[src/rtl/dec_sel_sequencer_if.sv]
// dec_sel_sequencer_if: request handshake, hold and decoder-drive bundle of the select sequencer
// Signals:
//   In_Valid/In_Sel/In_Ready : upstream request handshake (2-bit select index)
//   Hold                     : downstream stall that freezes the issued select
//   Upper/Lower/Enable       : registered decoder inputs
//   Count                    : queued entries (0..4), excluding the issued one
interface dec_sel_sequencer_if;
    logic       In_Valid;
    logic [1:0] In_Sel;
    logic       In_Ready;
    logic       Hold;
    logic       Upper;
    logic       Lower;
    logic       Enable;
    logic [2:0] Count;

    modport master (
        output In_Valid, In_Sel, Hold,
        input  In_Ready, Upper, Lower, Enable, Count
    );

    modport slave (
        input  In_Valid, In_Sel, Hold,
        output In_Ready, Upper, Lower, Enable, Count
    );
endinterface

[src/rtl/dec_sel_sequencer.sv]
// dec_sel_sequencer: 4-deep FIFO of 2-bit selects issued in order onto registered decoder lines
// Ports:
//   clk : rising-edge clock
//   rst : asynchronous active-low reset
//   bus : dec_sel_sequencer_if.slave (In_Valid/In_Sel/In_Ready, Hold, Upper/Lower/Enable, Count)
module dec_sel_sequencer #(
    parameter int UUID = 0,
    parameter     NAME = ""
) (
    input logic                 clk,
    input logic                 rst,
    dec_sel_sequencer_if.slave  bus
);
    logic [1:0] mem [4];
    logic [1:0] wr_ptr;
    logic [1:0] rd_ptr;
    logic [2:0] cnt;
    logic       upper;
    logic       lower;
    logic       enable;
    logic       push;
    logic       pop;
    logic [1:0] head;

    // Ready looks only at occupancy, so a full FIFO refuses even while it pops.
    assign bus.In_Ready = (cnt != 3'd4);
    assign push         = bus.In_Valid && bus.In_Ready;
    assign pop          = !bus.Hold && (cnt != 3'd0);
    assign head         = mem[rd_ptr];

    assign bus.Upper  = upper;
    assign bus.Lower  = lower;
    assign bus.Enable = enable;
    assign bus.Count  = cnt;

    // Storage carries no reset; occupancy alone decides which entries are live.
    always_ff @(posedge clk) begin
        if (push)
            mem[wr_ptr] <= bus.In_Sel;
    end

    always_ff @(posedge clk or negedge rst) begin
        if (!rst) begin
            wr_ptr <= 2'd0;
            rd_ptr <= 2'd0;
            cnt    <= 3'd0;
            upper  <= 1'b0;
            lower  <= 1'b0;
            enable <= 1'b0;
        end else begin
            if (push)
                wr_ptr <= wr_ptr + 2'd1;
            if (pop)
                rd_ptr <= rd_ptr + 2'd1;
            cnt <= cnt + 3'(push) - 3'(pop);
            // An empty FIFO loads zeros so the decoder never sees a stale index while disabled.
            if (!bus.Hold) begin
                upper  <= pop && head[1];
                lower  <= pop && head[0];
                enable <= pop;
            end
        end
    end
endmodule
[src/flat_wrapper.sv]
// flat-port wrapper written by rule: the top's interface ports become plain ports
module dec_sel_sequencer_flat 
#(
    parameter int UUID = 0,
    parameter     NAME = ""
)
  (clk, rst, bus_In_Valid, bus_In_Sel, bus_Hold, bus_In_Ready, bus_Upper, bus_Lower, bus_Enable, bus_Count);
  dec_sel_sequencer_if bus_i ();
  input logic clk;
  input logic rst;
  input wire logic [$bits(bus_i.In_Valid)-1:0] bus_In_Valid;
  input wire logic [$bits(bus_i.In_Sel)-1:0] bus_In_Sel;
  input wire logic [$bits(bus_i.Hold)-1:0] bus_Hold;
  output wire logic [$bits(bus_i.In_Ready)-1:0] bus_In_Ready;
  output wire logic [$bits(bus_i.Upper)-1:0] bus_Upper;
  output wire logic [$bits(bus_i.Lower)-1:0] bus_Lower;
  output wire logic [$bits(bus_i.Enable)-1:0] bus_Enable;
  output wire logic [$bits(bus_i.Count)-1:0] bus_Count;
  assign bus_i.In_Valid = bus_In_Valid;
  assign bus_i.In_Sel = bus_In_Sel;
  assign bus_i.Hold = bus_Hold;
  assign bus_In_Ready = bus_i.In_Ready;
  assign bus_Upper = bus_i.Upper;
  assign bus_Lower = bus_i.Lower;
  assign bus_Enable = bus_i.Enable;
  assign bus_Count = bus_i.Count;
  dec_sel_sequencer #(.UUID(UUID), .NAME(NAME)) u_core (.clk(clk), .rst(rst), .bus(bus_i));
endmodule
[config.mk]
export PLATFORM = sky130hd
export DESIGN_NAME = dec_sel_sequencer_flat
export DESIGN_NICKNAME = d
export VERILOG_FILES = /design/src/rtl/dec_sel_sequencer_if.sv /design/src/rtl/dec_sel_sequencer.sv /design/src/flat_wrapper.sv
export SDC_FILE = /design/constraint.sdc
export NUM_CORES = 1
export LEC_CHECK = 0
export BUFFER_PORTS_ARGS = -buffer_cell sky130_fd_sc_hd__buf_2
export CORE_UTILIZATION = 50
export CTS_CLUSTER_DIAMETER = 150
export DETAILED_ROUTE_END_ITERATION = 10
export PLACE_DENSITY_LB_ADDON = 0.3
export SYNTH_ARGS = -nofsm -noshare
export SYNTH_HDL_FRONTEND = slang
export SYNTH_SLANG_ARGS = --single-unit
[constraint.sdc]
create_clock -name clk -period 2.7 [get_ports clk]
set_clock_uncertainty 0.2 [all_clocks]
set_input_delay 0.27 -clock clk [delete_from_list [all_inputs] [get_ports clk]]
set_output_delay 0.27 -clock clk [all_outputs]
set_load 0.05 [all_outputs]
==> key figures, run 1 <==
Finish
  – Area Overhead vs Synth: 17.2%
  – Design area: 930 um2
  – # fillers: 116
  – Area of the multi-input gates: 280 um2
  – Diode count: 0
  – Fin nets: 84
  – Reg area: 490 um2
  – Share of layout cells above drive strength 1: 28.6%
  – Util after Layout: between 60 and 70%

Die
  – Initial Utilization: roughly 53%
  – CORE AREA: 0.00149 mm2
  – Width of the die: between 40 and 50 um
  – Core Rows: 14
  – Die Y: 41.8 um
  – Die Footprint: 0.00175 mm2
  – IO Pins: 13

Route
  – Routed wire length per instance: 12.9 um
  – Iteration-0 DRC Markers: 2
  – Routed WL: 1110 um
  – Via count: 430
  – Antenna-violating nets left: 0
  – Via/cell ratio: 5.00
  – Drt first pass iters: 2
  – Post-route DRC: 0

Pwr
  – Worst IR Drop VDD: 908 uV
  – Leakage: between 0.4 and 0.5 nW
  – PD cells: 1220 mW/mm2

Worst setup path
  – CP Launch Type: flip-flop
  – WS Path Type: reg -> reg
  – Reg2reg path depth: 9
  – Reg2reg setup slack: 0.28 ns
  – Critical R2R Launch: u_core.bus.Count[2]
  – Setup crit start: u_core.bus.Count[2]
  – CP endpoint kind: flip-flop
  – Critical Path RT: around 2.7 ns
  – Crit Path Max Fanout: 5
  – Crit path arrival time: between 2 and 2.5 ns
  – Reg2Reg Capture Point: u_core.bus.Count[2]
  – Worst Setup EP: u_core.bus.Count[2]

Global route
  – First-pass GRT wire length: 1700 um
  – Largest net degree at the start of global routing: 11
  – Initial antenna violation count: 0
  – GRT Total Usage: between 10% and 20%
  – Number of global-route vias before repair: 405
  – Gr ovfl total: 0

CTS
  – H-Tree Depth: 1
  – CTS tree: built
  – Clk root buf: clkbuf_4
  – Clock Path Buffers: 2
  – Sink Count: 18
  – Setup Fix Bufs, Post-CTS: 0
  – Num CTS Buffers: 3
  – Worst skew pair latency: 0.28 ns
  – Clk slew on worst S/H paths: around 0.10 ns

Timing
  – Least-Margin Pin Slew: ~0.4 ns
  – Slew Viols, Final: 0
  – PnR worst setup slack: 0.284 ns
  – Tcrit/Tclk final: between 80% and 90%
  – Worst hold slack: 0.0140 ns
  – Minimum clock period: around 2.4 ns
  – Hold Violations, Final: 0
  – Slew margin rel.: 73.1%
  – Max Freq: 414 MHz
  – Final setup vio count: 0
  – Setup tns final: 0 ns
  – Unrepaired setup endpoints after global routing: false

Placement
  – Dpl cell area: 873 um2
  – GPL Wtd Cong: 0.779
  – Dpl hpwl: about 850 um
  – Dpl ws: 0.261 ns
  – Port Buf Inserts: 12

Synthesis
  – Syn Area/Cell: 15.3 um2
  – Mapped Cells: 52
  – Post-synth top area cell: dfrtp_1
  – Synth Warn #: 0
  – Sequential area share after synthesis: 61.8%
  – Top cell type's share of synthesized area: 31.5%
  – Number of distinct library cells after synthesis: 17
  – Synth Register Bits: 18
  – Post-Syn Area: 793 um2
  – Top cells by area, synth: dfrtp_1 32%, edfxtp_1 30%, ha_1 9.5%, mux4_2 5.7%, xnor2_1 3.3%
  – Synthesized Nets: 65

Hold path
  – Min-delay worst type: in -> reg

Outcome
  – Status: completed

Job
  – Max Cap Viol: 0
-- cell usage after synthesis --
library cell	number
nor3b_1	1
xor2_1	2
mux4_2	2
nand2_1	1
nor2_1	2
edfxtp_1	8
fa_1	1
xnor2_1	3
a21boi_2	1
ha_1	6
a21o_1	1
nor3_1	1
dfrtp_1	10
a22o_1	2
inv_1	6
mux2_2	1
and2_1	4
-- flip-flops by register name, indices dropped and copies added, names as in the netlist --
name,flops
u_core.rd_ptr,2
u_core.mem,8
u_core.bus.Enable,1
u_core.bus.Count,3
u_core.wr_ptr,2
u_core.bus.Upper,1
u_core.bus.Lower,1
-- power breakdown --
group,switching [mW],internal (mW),total (mW)
Sequential,0.0836,0.391,0.474
Combinational,0.315,0.191,0.506
Clock,0.0756,0.0819,0.157
-- area by class of cell --
cell class	instances	share of cell area (%)
inverters	6	2.42
multi-input cells	28	30.1
repair buffers	14	8.61
well taps	16	2.15
flip-flops and latches	18	52.8
clock buffers	4	3.90
-- worst max-delay path, cell delays in order (launching register included) --
cell	delay (ns)
dfrtp_1	0.45
nor3_1	0.10
nor2_1	0.33
ha_1	0.32
inv_1	0.06
ha_1	0.13
inv_1	0.05
fa_1	0.37
xnor2_1	0.20
xnor2_1	0.14
-- metal layers --
layer  track usage, %  vias up  part of all wire, %
met5                0        -                    0
met1             15.3      207                   44
met4             3.87        0                  1.5
met3             3.91        2                  2.5
li1                 -      214                    -
met2             23.4        7                   52
-- stage by stage --
| step | power [mW] | std cells |
|---|---|---|
| floorplan | 0.877 | 52 |
| global placement | 0.977 | 80 |
| detailed placement | 0.993 | 80 |
| CTS | 1.15 | 85 |
| global route | 1.21 | 86 |
| finish | 1.14 | 86 |
-- how the worst min path moves through the flow --
stage | end | depth (start not counted) | from | slack (ns)
after global placement | u_core.rd_ptr[0] | 1 | rst | -0.06
final | u_core.mem[3][1] | 1 | bus_In_Sel[1] | 0.01
after CTS | u_core.mem[3][1] | 1 | bus_In_Sel[1] | 0.005
after floorplan | u_core.bus.Count[0] | 0 | rst | -0.23
after global routing | u_core.mem[3][1] | 1 | bus_In_Sel[1] | 0.001
after detailed placement | u_core.bus.Enable | 1 | rst | -0.06
-- cells by family (layout without fill, tap and decap cells) --
group / count (synthesis) / count (layout) / synth area share, %
adder cells (fa/ha/maj): 7 / 7 / 12.0
AND/OR/NAND/NOR: 9 / 9 / 6.15
AO/OA/AOI/OAI: 4 / 4 / 4.57
XOR/XNOR: 5 / 5 / 5.52
buffers and inverters: 6 / 24 / 2.84
flip-flops: 18 / 18 / 61.8
multiplexers: 3 / 3 / 7.10
-- repair_timing --
| item | CTS | global route |
|---|---|---|
| hold endpoints to repair | 10 | 4 |
| hold buffers | 1 | 1 |
| gates resized for setup | 0 | 0 |
-- cells in the final DEF, fill, tap and decap left out --
cell            n
a21boi_2        1
a21o_1          1
a22o_1          2
and2_1          4
buf_2          12
clkbuf_4        3
clkbuf_8        1
dfrtp_1        10
dlygate4sd3_1   2
edfxtp_1        8
fa_1            1
ha_1            6
inv_1           6
mux2_2          1
mux4_2          2
nand2_1         1
nor2_1          2
nor3_1          1
nor3b_1         1
xnor2_1         3
xor2_1          2
Note: power is estimated with default switching activity, not from simulation.
==> run 2: changes to the inputs <==
--- a/config.mk
+++ b/config.mk
@@ -6,6 +6,7 @@
 export NUM_CORES = 1
 export LEC_CHECK = 0
 export BUFFER_PORTS_ARGS = -buffer_cell sky130_fd_sc_hd__buf_2
+export CORE_MARGIN = 2
 export CORE_UTILIZATION = 50
 export CTS_CLUSTER_DIAMETER = 150
 export DETAILED_ROUTE_END_ITERATION = 10
==> key figures, run 2 (same netlist as run 1, synthesis figures left out) <==
Route
  – Iteration-0 DRC Markers: 2
  – Antenna-violating nets left: 0
  – Post-route DRC: 0
  – Via/cell ratio: 5.00
  – Via count: 435
  – Routed WL: between 1000 and 1500 um
  – Drt first pass iters: 3
  – Routed wire length per instance: 12.7 um

Global route
  – Number of global-route vias before repair: around 410
  – Largest net degree at the start of global routing: 11
  – Gr ovfl total: 0
  – First-pass GRT wire length: 1800 um
  – GRT Total Usage: 13.9%
  – Initial antenna violation count: 0

Finish
  – Util after Layout: 62.4%
  – Final Non-Filler Cells: 87
  – Most common cell after layout, fill and taps aside: buf_2
  – # fillers: between 100 and 150
  – Area Overhead vs Synth: 17.2%
  – Max reg flops: 8
  – Reg area: 490 um2
  – Area of the multi-input gates: around 280 um2
  – Commonest cells after routing, fill and taps aside: 12 x buf_2, 10 x dfrtp_1, 8 x edfxtp_1
  – Fin nets: 85
  – Share of layout cells above drive strength 1: 26.8%
  – Diode count: 0
  – Largest register by flop count: u_core.mem

Die
  – Core Rows: 14
  – IO Pins: 13
  – Initial Utilization: 53.3%
  – Width of the die: 43.8 um
  – Die Footprint: 0.00192 mm2
  – Die Y: 43.8 um
  – CORE AREA: 0.00149 mm2

Worst setup path
  – Crit Path Max Fanout: 5
  – CP Cell Sequence: nor3_1 > nor2_1 > ha_1 > inv_1 > ha_1 > inv_1 > fa_1 > xnor2_1 > xnor2_1
  – WS Path Type: reg -> reg
  – CP max-delay cell: dfrtp_1
  – Crit path buffers/inverters: 2
  – CP Launch Type: flip-flop
  – Crit path arrival time: 2.47 ns
  – Delay-heaviest family, CP: adder cells
  – Largest stage delay, worst path: ~0.44 ns
  – Critical Path RT: 2.72 ns
  – CP endpoint kind: flip-flop

Timing
  – Setup tns final: 0 ns
  – Unrepaired setup endpoints after global routing: false
  – Slew margin rel.: 75.5%
  – Max Freq: 408 MHz
  – Final setup vio count: 0
  – Minimum clock period: ~2.4 ns
  – Tcrit/Tclk final: 90.7%
  – Hold Violations, Final: 0
  – Least-Margin Pin Slew: 0.367 ns
  – Worst hold slack: 0.0391 ns
  – Slew Viols, Final: 0

CTS
  – H-Tree Depth: 1
  – Worst skew pair latency: 0.28 ns
  – Sink Count: 18
  – CTS tree: built
  – Post-cts resize count: 0
  – Setup Fix Bufs, Post-CTS: 0
  – Clock Path Buffers: 2
  – Num CTS Buffers: 3
  – Clk root buf: clkbuf_4
  – Clk slew on worst S/H paths: around 0.10 ns

Outcome
  – Status: completed

Pwr
  – PD cells: 1200 mW/mm2
  – Worst IR Drop VDD: 978 uV
  – Leakage: 0.417 nW

Placement
  – GPL Wtd Cong: between 0.7 and 0.8
  – Placed Cells: 80
  – Port Buf Inserts: 12

Job
  – Max Cap Viol: 0

Hold path
  – Min-delay worst type: in -> reg
-- run 2: cell count changes in the layout (fill, tap and decap cells not counted), sizes merged --
cell / before / now
dlygate4sd3: 2 / 3
-- run 2: timing repair --
| item | 4_1_cts | 5_1_grt |
|---|---|---|
| hold endpoints to repair | 14 | 4 |
| endpoints found under the setup margin | 0 | 0 |
| hold buffers | 2 | 1 |
-- run 2: cell type report --
type / instances / share of cell area [%]
Tap cell: 16 / 2.15
Inverter: 6 / 2.42
Multi-Input combinational cell: 28 / 30.1
Timing Repair Buffer: 15 / 9.69
Sequential cell: 18 / 52.8
Clock buffer: 4 / 2.83
-- run 2: path summary, 6_finish.rpt --
check                      slack (ns)                 from                  end  depth (start not counted)
max                              0.25  u_core.bus.Count[2]  u_core.bus.Count[2]                          9
min                              0.04             bus_Hold    u_core.bus.Enable                          2
max reg2reg                      0.25  u_core.bus.Count[2]  u_core.bus.Count[2]                          9
min in group asynchronous        0.17                  rst    u_core.bus.Enable                          2
max in group asynchronous        1.94                  rst     u_core.wr_ptr[1]                          2
min reg2reg                      0.29    u_core.bus.Enable    u_core.bus.Enable                          1
-- run 2: metrics by stage --
| step | power, mW | area (um2) | setup slack [ns] |
|---|---|---|---|
| floorplan | 0.877 | 793 | 0.155 |
| global placement | 0.974 | 873 | 0.330 |
| detailed placement | 0.991 | 873 | 0.270 |
| CTS | 1.13 | 920 | 0.233 |
| global route | 1.20 | 930 | 0.0440 |
| finish | 1.11 | 930 | 0.250 |
-- run 2: where the power goes --
group / switching [mW] / total [mW] / internal [mW]
combinational: 0.318 / 0.510 / 0.191
sequential: 0.0784 / 0.469 / 0.391
clock: 0.0763 / 0.134 / 0.0573
-- run 2: routing by layer --
layer	wire [um]	vias to the layer above	global-route usage, %
li1	-	217	-
met1	444	205	16.9
met2	595	9	21.8
met3	37	4	2.50
met4	29	0	10.9
met5	0	-	0
==> run 3: changes to the inputs <==
--- a/config.mk
+++ b/config.mk
@@ -6,8 +6,10 @@
 export NUM_CORES = 1
 export LEC_CHECK = 0
 export BUFFER_PORTS_ARGS = -buffer_cell sky130_fd_sc_hd__buf_2
+export CELL_PAD_IN_SITES_DETAIL_PLACEMENT = 0
+export CELL_PAD_IN_SITES_GLOBAL_PLACEMENT = 1
 export CORE_MARGIN = 2
-export CORE_UTILIZATION = 50
+export CORE_UTILIZATION = 43
 export CTS_CLUSTER_DIAMETER = 150
 export DETAILED_ROUTE_END_ITERATION = 10
 export PLACE_DENSITY_LB_ADDON = 0.3
==> key figures, run 3 (same netlist as run 1, synthesis figures left out) <==
Job
  – Max Cap Viol: 0

Worst setup path
  – CP Depth: 9
  – Delay-heaviest family, CP: adder cells
  – Largest stage delay, worst path: about 0.45 ns
  – CP Cell Sequence: nor3_1 > nor2_1 > ha_1 > inv_1 > ha_1 > inv_1 > fa_1 > xnor2_1 > xnor2_1
  – Critical Path RT: 2.71 ns
  – Reg2Reg Capture Point: u_core.bus.Count[2]
  – Crit path buffers/inverters: 2
  – CP endpoint kind: flip-flop
  – Crit Path Max Fanout: 5
  – Critical R2R Launch: u_core.bus.Count[2]
  – Reg2reg setup slack: 0.26 ns
  – CP Launch Type: flip-flop
  – Reg2reg path depth: 9
  – Crit path arrival time: 2.44 ns
  – CP max-delay cell: dfrtp_1
  – WS Path Type: reg -> reg

Timing
  – Setup tns final: 0 ns
  – Slew Viols, Final: 0
  – Hold Violations, Final: 0
  – Minimum clock period: 2.44 ns
  – Least-Margin Pin Slew: 0.360 ns
  – Max Freq: 411 MHz
  – Unrepaired setup endpoints after global routing: false
  – Tcrit/Tclk final: 90.2%
  – Final setup vio count: 0
  – Slew margin rel.: 75.9%

Global route
  – Initial antenna violation count: 0
  – Gr ovfl total: 0
  – GRT busiest layer: met2
  – Grt met2 use: about 20%
  – Number of global-route vias before repair: 435
  – Met3 Track Usage GR: 5.77%
  – Largest net degree at the start of global routing: 11
  – First-pass GRT wire length: 1870 um
  – GRT Total Usage: 13.0%
  – GR Util met1: between 10% and 20%

Finish
  – Area of the multi-input gates: 280 um2
  – Share of layout cells above drive strength 1: a little over a quarter
  – Util after Layout: 54.5%
  – Largest register by flop count: u_core.mem
  – Reg area: 490 um2
  – Max reg flops: 8
  – Most common cell after layout, fill and taps aside: buf_2
  – Commonest cells after routing, fill and taps aside: 12 x buf_2, 10 x dfrtp_1, 8 x edfxtp_1
  – Diode count: 0
  – Design area: 941 um2
  – Fin nets: 85
  – # fillers: ~150
  – Area Overhead vs Synth: 18.6%

Placement
  – Dpl hpwl: 843 um
  – Dpl cell area: 885 um2
  – Port Buf Inserts: 12
  – GPL Wtd Cong: between 0.7 and 0.8

Pwr
  – PD cells: ~1200 mW/mm2
  – Leakage: 0.417 nW
  – Net Sw Frac: roughly 43%
  – Sw power: 0.473 mW
  – Combinational power share: 46.2%
  – Sequential power share: between 40% and 50%
  – Cell Int Power: 0.637 mW
  – Worst IR Drop VDD: 709 uV
  – Clock power share: 11.4%

CTS
  – CTS tree: built
  – Hold Buf Count CTS: 3
  – Sink Count: 18
  – Clock Path Buffers: 2
  – Post-cts resize count: 0
  – Setup Fix Bufs, Post-CTS: 0
  – Num CTS Buffers: 3
  – H-Tree Depth: 1
  – Worst skew pair latency: 0.28 ns
  – Clk root buf: clkbuf_4
  – Clk slew on worst S/H paths: approximately 0.09 ns

Route
  – Iteration-0 DRC Markers: 0
  – Drt first pass iters: 1
  – Antenna-violating nets left: 0
  – Routed WL: between 1000 and 1500 um
  – Via count: 429
  – Via/cell ratio: between 4 and 5
  – Post-route DRC: 0
  – Routed wire length per instance: about 11 um

Die
  – Core Rows: 15
  – CORE AREA: 0.00173 mm2
  – Initial Utilization: between 40% and 50%
  – Die Y: 47.0 um
  – Width of the die: 47.0 um
  – IO Pins: 13
  – Die Footprint: roughly 0.0022 mm2

Outcome
  – Status: completed

Hold path
  – Hold path endpoint: u_core.bus.Enable
  – Min-delay worst type: in -> reg
  – Hold Crit Depth: 2
  – Min-delay src: bus_Hold
[run 3: changes by cell type in the layout (fill, tap and decap cells not counted), sizes merged]
cell | before | now
clkinv | 0 | 1
clkbuf | 4 | 3
[run 3: how the worst max path moves through the flow]
stage	start	to	slack (ns)
finish	u_core.bus.Count[2]	u_core.bus.Count[2]	0.26
floorplan	u_core.bus.Count[1]	u_core.bus.Count[2]	0.16
detailed placement	u_core.bus.Count[2]	u_core.bus.Count[2]	0.24
CTS	u_core.bus.Count[2]	u_core.bus.Count[2]	0.22
global route	u_core.bus.Count[2]	u_core.bus.Count[2]	0.07
global placement	u_core.bus.Count[2]	u_core.bus.Count[2]	0.29
[run 3: layout make-up]
cell class / instances / area share [%]
clock inverter: 1 / 0.399
sequential: 18 / 52.1
clock buffer: 3 / 2.39
timing repair buffer: 15 / 9.57
tap: 25 / 3.32
inverter: 6 / 2.39
multi-input combinational: 28 / 29.8
[run 3: power by group through the flow]
stage	clock, mW	combinational, mW	sequential, mW
after floorplan	0	0.265	0.612
after global placement	0	0.508	0.477
after detailed placement	0	0.513	0.482
after CTS	0.135	0.522	0.475
after global routing	0.152	0.565	0.491
final	0.127	0.513	0.470
[run 3: routing by layer]
| layer | vias to the layer above | share of wire, % |
|---|---|---|
| met5 | - | 0 |
| met1 | 197 | 48 |
| met3 | 2 | 4.1 |
| met2 | 10 | 46 |
| li1 | 220 | - |
| met4 | 0 | 1.7 |
[run 3: stage by stage]
stage / setup slack [ns] / total power [mW] / hold slack, ns / cells
after global routing: 0.0655 / 1.21 / 0.0229 / 96
after CTS: 0.224 / 1.13 / 0.0329 / 96
after floorplan: 0.155 / 0.877 / -0.226 / 52
after global placement: 0.292 / 0.985 / -0.0609 / 89
after detailed placement: 0.244 / 0.995 / -0.0564 / 89
final: 0.264 / 1.11 / 0.0436 / 96
